## src/rtl/decoder_scan_ctrl.sv

```systemverilog
// Registered SEL_W-to-2^SEL_W one-hot decoder with two sources for the index.
// In direct mode the index is an externally strobed select value. In scan mode
// an internal divided counter walks through every output and pulses wrap
// whenever it returns to index 0.
module decoder_scan_ctrl #(
    parameter  int SEL_W      = 3,
    parameter  int SCAN_DIV   = 4,
    parameter  int ACTIVE_LOW = 0,
    localparam int OUT_N      = 2 ** SEL_W
) (
    input  logic             clk,
    input  logic             rst_n,
    input  logic             en,
    input  logic             mode,
    input  logic [SEL_W-1:0] sel,
    input  logic             sel_valid,
    output logic [OUT_N-1:0] out,
    output logic [SEL_W-1:0] cur_sel,
    output logic             out_valid,
    output logic             wrap
);

    // The divider needs at least one bit, even when SCAN_DIV is 1.
    localparam int DIV_W = (SCAN_DIV > 1) ? $clog2(SCAN_DIV) : 1;
    localparam logic [DIV_W-1:0] DIV_LAST = DIV_W'(SCAN_DIV - 1);
    localparam logic [SEL_W-1:0] SEL_LAST = SEL_W'(OUT_N - 1);

    // Inactive pattern. XOR-ing a one-hot vector with it gives the
    // decoded pattern in either polarity.
    localparam logic [OUT_N-1:0] INACTIVE = (ACTIVE_LOW != 0) ? {OUT_N{1'b1}} : {OUT_N{1'b0}};

    typedef enum logic [1:0] {
        IDLE,
        DIRECT,
        SCAN
    } state_t;

    state_t           state_reg;
    logic [DIV_W-1:0] div_reg;

    function automatic logic [OUT_N-1:0] decode(input logic [SEL_W-1:0] idx);
        logic [OUT_N-1:0] onehot;
        onehot      = '0;
        onehot[idx] = 1'b1;
        return onehot ^ INACTIVE;
    endfunction

    // Controller: reset and disable come first, then scan or direct behaviour.
    // All outputs are registered here.
    always_ff @(posedge clk) begin
        if (!rst_n) begin
            state_reg <= IDLE;
            out       <= INACTIVE;
            cur_sel   <= '0;
            out_valid <= 1'b0;
            wrap      <= 1'b0;
            div_reg   <= '0;
        end else if (!en) begin
            // cur_sel is left alone so the last index remains observable.
            state_reg <= IDLE;
            out       <= INACTIVE;
            out_valid <= 1'b0;
            wrap      <= 1'b0;
            div_reg   <= '0;
        end else if (mode) begin
            wrap <= 1'b0;
            if (state_reg != SCAN) begin
                // Entry from IDLE or DIRECT always restarts at index 0.
                // wrap is not raised on entry.
                state_reg <= SCAN;
                cur_sel   <= '0;
                out       <= decode('0);
                out_valid <= 1'b1;
                div_reg   <= '0;
            end else if (div_reg == DIV_LAST) begin
                div_reg   <= '0;
                cur_sel   <= cur_sel + SEL_W'(1);
                out       <= decode(cur_sel + SEL_W'(1));
                out_valid <= 1'b1;
                wrap      <= (cur_sel == SEL_LAST);
            end else begin
                div_reg <= div_reg + DIV_W'(1);
            end
        end else begin
            state_reg <= DIRECT;
            wrap      <= 1'b0;
            div_reg   <= '0;
            if (sel_valid) begin
                // A strobe is accepted on the entry cycle as well.
                cur_sel   <= sel;
                out       <= decode(sel);
                out_valid <= 1'b1;
            end else if (state_reg != DIRECT) begin
                // Direct mode starts blank until the first strobe arrives.
                out       <= INACTIVE;
                out_valid <= 1'b0;
            end
        end
    end

endmodule

```

## config.mk

```make
export PLATFORM = sky130hd
export DESIGN_NAME = decoder_scan_ctrl
export DESIGN_NICKNAME = d
export VERILOG_FILES = /design/src/rtl/decoder_scan_ctrl.sv
export SDC_FILE = /design/constraint.sdc
export NUM_CORES = 1
export LEC_CHECK = 0
export CAP_MARGIN = 25
export CORE_MARGIN = 5
export CORE_UTILIZATION = 40
export DETAILED_ROUTE_END_ITERATION = 10
export GPL_TIMING_DRIVEN = 0
export PLACE_DENSITY = 0.75
export SKIP_CTS_REPAIR_TIMING = 1
export SLEW_MARGIN = 15
export SYNTH_ARGS = -nofsm -noshare
export SYNTH_HDL_FRONTEND = slang
export SYNTH_SLANG_ARGS = --single-unit
export TNS_END_PERCENT = 1
```

## constraint.sdc

```tcl
create_clock -name clk -period 2.18 [get_ports clk]
set_clock_uncertainty 0.1 [all_clocks]
set_input_delay 0.545 -clock clk [delete_from_list [all_inputs] [get_ports clk]]
set_output_delay 0.545 -clock clk [all_outputs]
set_load 0.1 [all_outputs]
```

* Word-level counts from Yosys, hierarchy flattened
Cells that the tools add are included. W data, S select, Z words.
Operators by class: add/sub/neg operators 2, order comparisons 4, equal/unequal tests 6, mux-type cells 20, bitwise gates (word level) 4, reductions and logical operators 10
Operators by type and width (number):
- $mux W8 | 5
- $mux W3 | 4
- $reduce_or A5 Y1 | 2
- $mux W1 | 9
- $lt A3 B4 Y1 const B | 2
- $demux W1 S3 | 2
- $ge A3 B1 Y1 const B | 2
- $reduce_and A3 Y1 | 2
- $ne A2 B1 Y1 const B | 2
- $not A1 Y1 | 4
- $reduce_and A2 Y1 | 2
- $add A3 B1 Y3 const B | 1
- $eq A3 B3 Y1 const B | 1
- $ne A3 B1 Y1 const B | 1
- $reduce_bool A3 Y1 | 1
- $add A2 B1 Y2 const B | 1
- $eq A2 B2 Y1 const B | 1
- $logic_and A1 B1 Y1 | 2
- $ne A2 B2 Y1 const B | 1
- $reduce_bool A2 Y1 | 1
Storage, ports and cells: register bits after elaboration 17, input port bits 8, output and inout bits 13, logic and storage cells 53

* Logic depth before layout (Yosys ltp)
word-level depth 8, depth in mapped cells 6, depth with buffers taken out 5

* Worst setup path before layout
Ideal clock, no wire load.
kind register to register, start point reg cur_sel[0], end point reg out[1], setup time 86 ps, arrival 2220 ps, required time 1994 ps, path slack -226 ps, stages on the path, launching flop included 7, buffers on the path 1, period minus slack after synthesis 2406 ps, cell sequence dfxtp_1 -> ha_1 -> ha_1 -> clkbuf_1 -> nor3_1 -> a22oi_1 -> a211oi_1
On the way: longest elaborated chain between the ends 8, elaborated cells between the ends (all ways) 9, classes of those cells add/sub (1); order compare (2); mux (5); reduce/logical (1)
RTL lines:
- start, declared | RTL line 18 | output logic [SEL_W-1:0] cur_sel,
- start signal, assigned | RTL line 77 | cur_sel <= cur_sel + SEL_W'(1);
- start signal, assigned | RTL line 90 | cur_sel <= sel;
- $add A3 B1 Y3 (*) | RTL line 78 | out <= decode(cur_sel + SEL_W'(1));
- $lt A3 B4 Y1 (not written as such) / $ge A3 B1 Y1 (equally long branches) | RTL line 44 | onehot[idx] = 1'b1;
- $logic_and A1 B1 Y1 (not written as such) | RTL line 44
- $mux W1 (not written as such) | RTL line 44
- $demux W1 S3 (*) | RTL line 44
- $mux W8 (*) | RTL line 75 | end else if (div_reg == DIV_LAST) begin
- $mux W8 (*) | RTL line 67 | if (state_reg != SCAN) begin
- $mux W8 (*) | RTL line 65 | end else if (mode) begin
- end signal, assigned | RTL line 72 | out <= decode('0);
- end signal, assigned | RTL line 78
- end signal, assigned | RTL line 91 | out <= decode(sel);
- end, declared | RTL line 17 | output logic [OUT_N-1:0] out,
Mark *: on every way between the ends. The rest lies on a longest branch, timed or not. The select of a mux whose other input is x is not followed. A chain may end at the register's enable or synchronous reset.

* Worst setup path after layout
start point in sel_valid, end point reg out[4]
On the way: longest elaborated chain between the ends 2, elaborated cells between the ends (all ways) 4, classes of those cells mux (2); reduce/logical (2)
RTL lines:
- start, declared | RTL line 16 | input logic sel_valid,
- $reduce_bool A3 Y1 (no line) / $mux W8 (equally long branches)
- $reduce_and A2 Y1 (no line) / $mux W8 (equally long branches)
Several ways; a longest one is shown, not always the timed one.

==> impl_metrics.env <==
export IMPL_yosys_register_bits=17
export IMPL_regArea_um2=343
export IMPL_post_route_period_util=0.949
export IMPL_ys_warn_count=0
export IMPL_nNetsFinal=133
export IMPL_synthCells=97
export IMPL_ys_seq_area_frac=0.387
export IMPL_finalWirelength_mm=2.07
export IMPL_crit_path_end="out[4]$_SDFFE_PP0P_"
export IMPL_place_inst=145
export IMPL_ys_types=31
export IMPL_vias=851
export IMPL_start_kind="input pin"
export IMPL_synth_cell_area_um2=878
export IMPL_fp_dieH_um=56.9
export IMPL_coreArea_um2=2150
export IMPL_path_clk_slew_ns=0.11
export IMPL_vdd_drop_max_uv=414
export IMPL_synthToLayoutAreaGrowth_pct=33.3
export IMPL_dp_hpwl_mm=1.52
export IMPL_top_regs="out: 8 flops, cur_sel: 3 flops"
export IMPL_syn_avg_cell_area_um2=9.06
export IMPL_min_delay_path_class="register to register"
export IMPL_routed_via_density=5.71
export IMPL_stdcell_count=149
export IMPL_grt_max_degree=11
export IMPL_drt_iter0_markers=26
export IMPL_cts_path_max_buffers=2
export IMPL_cts_made_buffers=3
export IMPL_cp_required_ns=2.30
export IMPL_cts_root_buffer="clkbuf_4"
export IMPL_status="finished, final reports clean"
export IMPL_tightestPinTransition_ns=0.974
export IMPL_postRouteAntennaNets=0
export IMPL_die_width_um=56.9
export IMPL_reg2reg_depth=5
export IMPL_drc=0
export IMPL_r2r_slack_ns=0.26
export IMPL_multi_input_area_um2=485
export IMPL_num_io_pins=21
export IMPL_synth_nets=108
export IMPL_drive_gt1_frac=0.116
export IMPL_hold_ws_ns=0.336
export IMPL_regMostFlops="out"
export IMPL_first_global_vias=773
export IMPL_critPathCaptureType="register"
export IMPL_crit_type="input pin to register"
export IMPL_numClockSinks=17
export IMPL_slew_viol_final=0
export IMPL_rows=17
export IMPL_slew_headroom=0.350
export IMPL_period_minus_slack_ns=2.07
export IMPL_die_area_um2=3230
export IMPL_synth_area_top_cells="dfxtp_1, a21oi_1, ha_1"
export IMPL_clk_latency_ns=0.30
export IMPL_slowest_stage="or4b_1"
export IMPL_dr_pass1_iters=4
export IMPL_grt_usage=0.130
export IMPL_routedWlPerCell_um=13.9
export IMPL_port_buffers=20
export IMPL_final_common_cell="dfxtp_1"
export IMPL_gp_congestion=0.837
export IMPL_htreeDepth=1
export IMPL_r2r_start="div_reg[0]$_SDFF_PP0_"
export IMPL_total_power_mw=0.671
export IMPL_cts_tree="yes"
export IMPL_yosys_area_top_type="dfxtp_1"
export IMPL_power_density_nw_per_um2=573
export IMPL_critPathMaxFanout=9
export IMPL_max_freq_mhz=483
export IMPL_path_cells="clkdlybuf4s50_1 -> or4b_1 -> buf_6 -> and2_4 -> buf_6 -> a311oi_1"
export IMPL_hold_violations=0
export IMPL_fillerInstances=192
export IMPL_p_leak_nw=0.627
export IMPL_drv_cap=0
export IMPL_crit_arrival_ns=2.18
export IMPL_finalSetupViolCount=0
export IMPL_worstReg2RegEnd="cur_sel[2]$_SDFFE_PN0P_"
export IMPL_diodes=0
export IMPL_holdPathStages=1
export IMPL_post_route_util=0.545
export IMPL_synth_top_area_frac=0.387
export IMPL_mostFrequentLayoutCells="dfxtp_1, dlymetal6s2s_1, a21oi_1, nand3_1, clkdlybuf4s50_1"
export IMPL_overflow=0
export IMPL_crit_start="sel_valid"
export IMPL_path_common_cell="buf_6"
export IMPL_rsz0062_at_grt="false"
export IMPL_critical_path_max_stage_delay_ns=0.51
export IMPL_antenna_found_initial=0
export IMPL_grt_pass1_wl_mm=3.38
export IMPL_largest_reg_flops=8
export IMPL_start_util=0.409
[critical path, delay by kind of cell]
| kind | cells | cell delay (ns) |
|---|---|---|
| buffers and inverters | 3 | 0.78 |
| AOI/OAI and AO/OA | 1 | 0.21 |
| and+or+nand+nor | 2 | 0.66 |
[where the power goes]
group | total (mW) | switching [mW] | leakage (nW) | internal (mW)
sequential | 0.333 | 0.0110 | 0.139 | 0.322
combinational | 0.167 | 0.113 | 0.471 | 0.0538
clock | 0.171 | 0.103 | 0.0177 | 0.0684
[layout make-up]
type / instances / area share
plain buffers: 6 / 0.0321
clock buffers: 3 / 0.0192
clock inverters: 1 / 0.00427
inverters: 4 / 0.0128
multi-input cells: 70 / 0.415
flip-flops and latches: 17 / 0.293
well taps: 28 / 0.0299
repair buffers: 20 / 0.194
[metal layers]
| metal | share of wire | vias to the layer above | global-route usage | wire [µm] |
|---|---|---|---|---|
| met2 | 0.45 | 25 | 0.206 | 925 |
| met1 | 0.48 | 399 | 0.168 | 1000 |
| met3 | 0.051 | 5 | 0.0230 | 105 |
| met5 | 0 | - | 0 | 0 |
| li1 | - | 422 | - | - |
| met4 | 0.016 | 0 | 0.0662 | 34 |
[through the flow]
step                      instance area [µm²]  TNS (ns)  worst slack, ns
final                                    1170         0            0.110
after global routing                     1170         0           0.0558
after CTS                                1140     -3.36           -0.380
after detailed placement                 1120     -2.63           -0.256
after global placement                   1120     -2.74           -0.271
after floorplan                           881         0           0.0163
[logic make-up after synthesis]
family,count (synthesis),share of synthesized area
simple gates,39,0.281
flops,17,0.387
fa+ha+maj,3,0.0427
compound gates,28,0.229
buf+inv,10,0.0598
[synth_stat cells]
cell type and number:
nand4b_1 2, clkbuf_1 4, and3b_1 2, nor4bb_1 1, a211oi_1 3, and2_4 1
a22oi_1 3, a311oi_1 4, buf_6 2, a21oi_1 9, nand2_1 4, nor3_1 3
and2_1 1, or4bb_1 1, inv_1 4, o22ai_1 2, dfxtp_1 17, and3_1 2
o21a_1 1, ha_1 3, nor2b_1 5, nor4b_1 1, nor4_1 2, nand3_1 6
o221a_2 3, o211ai_1 3, or2_2 1, nand3b_1 1, or4b_1 1, nor2_1 3
nor3b_1 2
[how the worst min path moves through the flow]
stage,from,endpoint,slack (ns)
3_3_place_gp,div_reg[0]$_SDFF_PP0_,div_reg[0]$_SDFF_PP0_,0.32
5_1_grt,div_reg[0]$_SDFF_PP0_,div_reg[0]$_SDFF_PP0_,0.37
4_1_cts,div_reg[0]$_SDFF_PP0_,div_reg[0]$_SDFF_PP0_,0.34
2_1_floorplan,div_reg[0]$_SDFF_PP0_,div_reg[0]$_SDFF_PP0_,0.31
6_report,div_reg[0]$_SDFF_PP0_,div_reg[0]$_SDFF_PP0_,0.34
3_5_place_dp,div_reg[0]$_SDFF_PP0_,div_reg[0]$_SDFF_PP0_,0.33
Power figures use the tool's default switching activity.
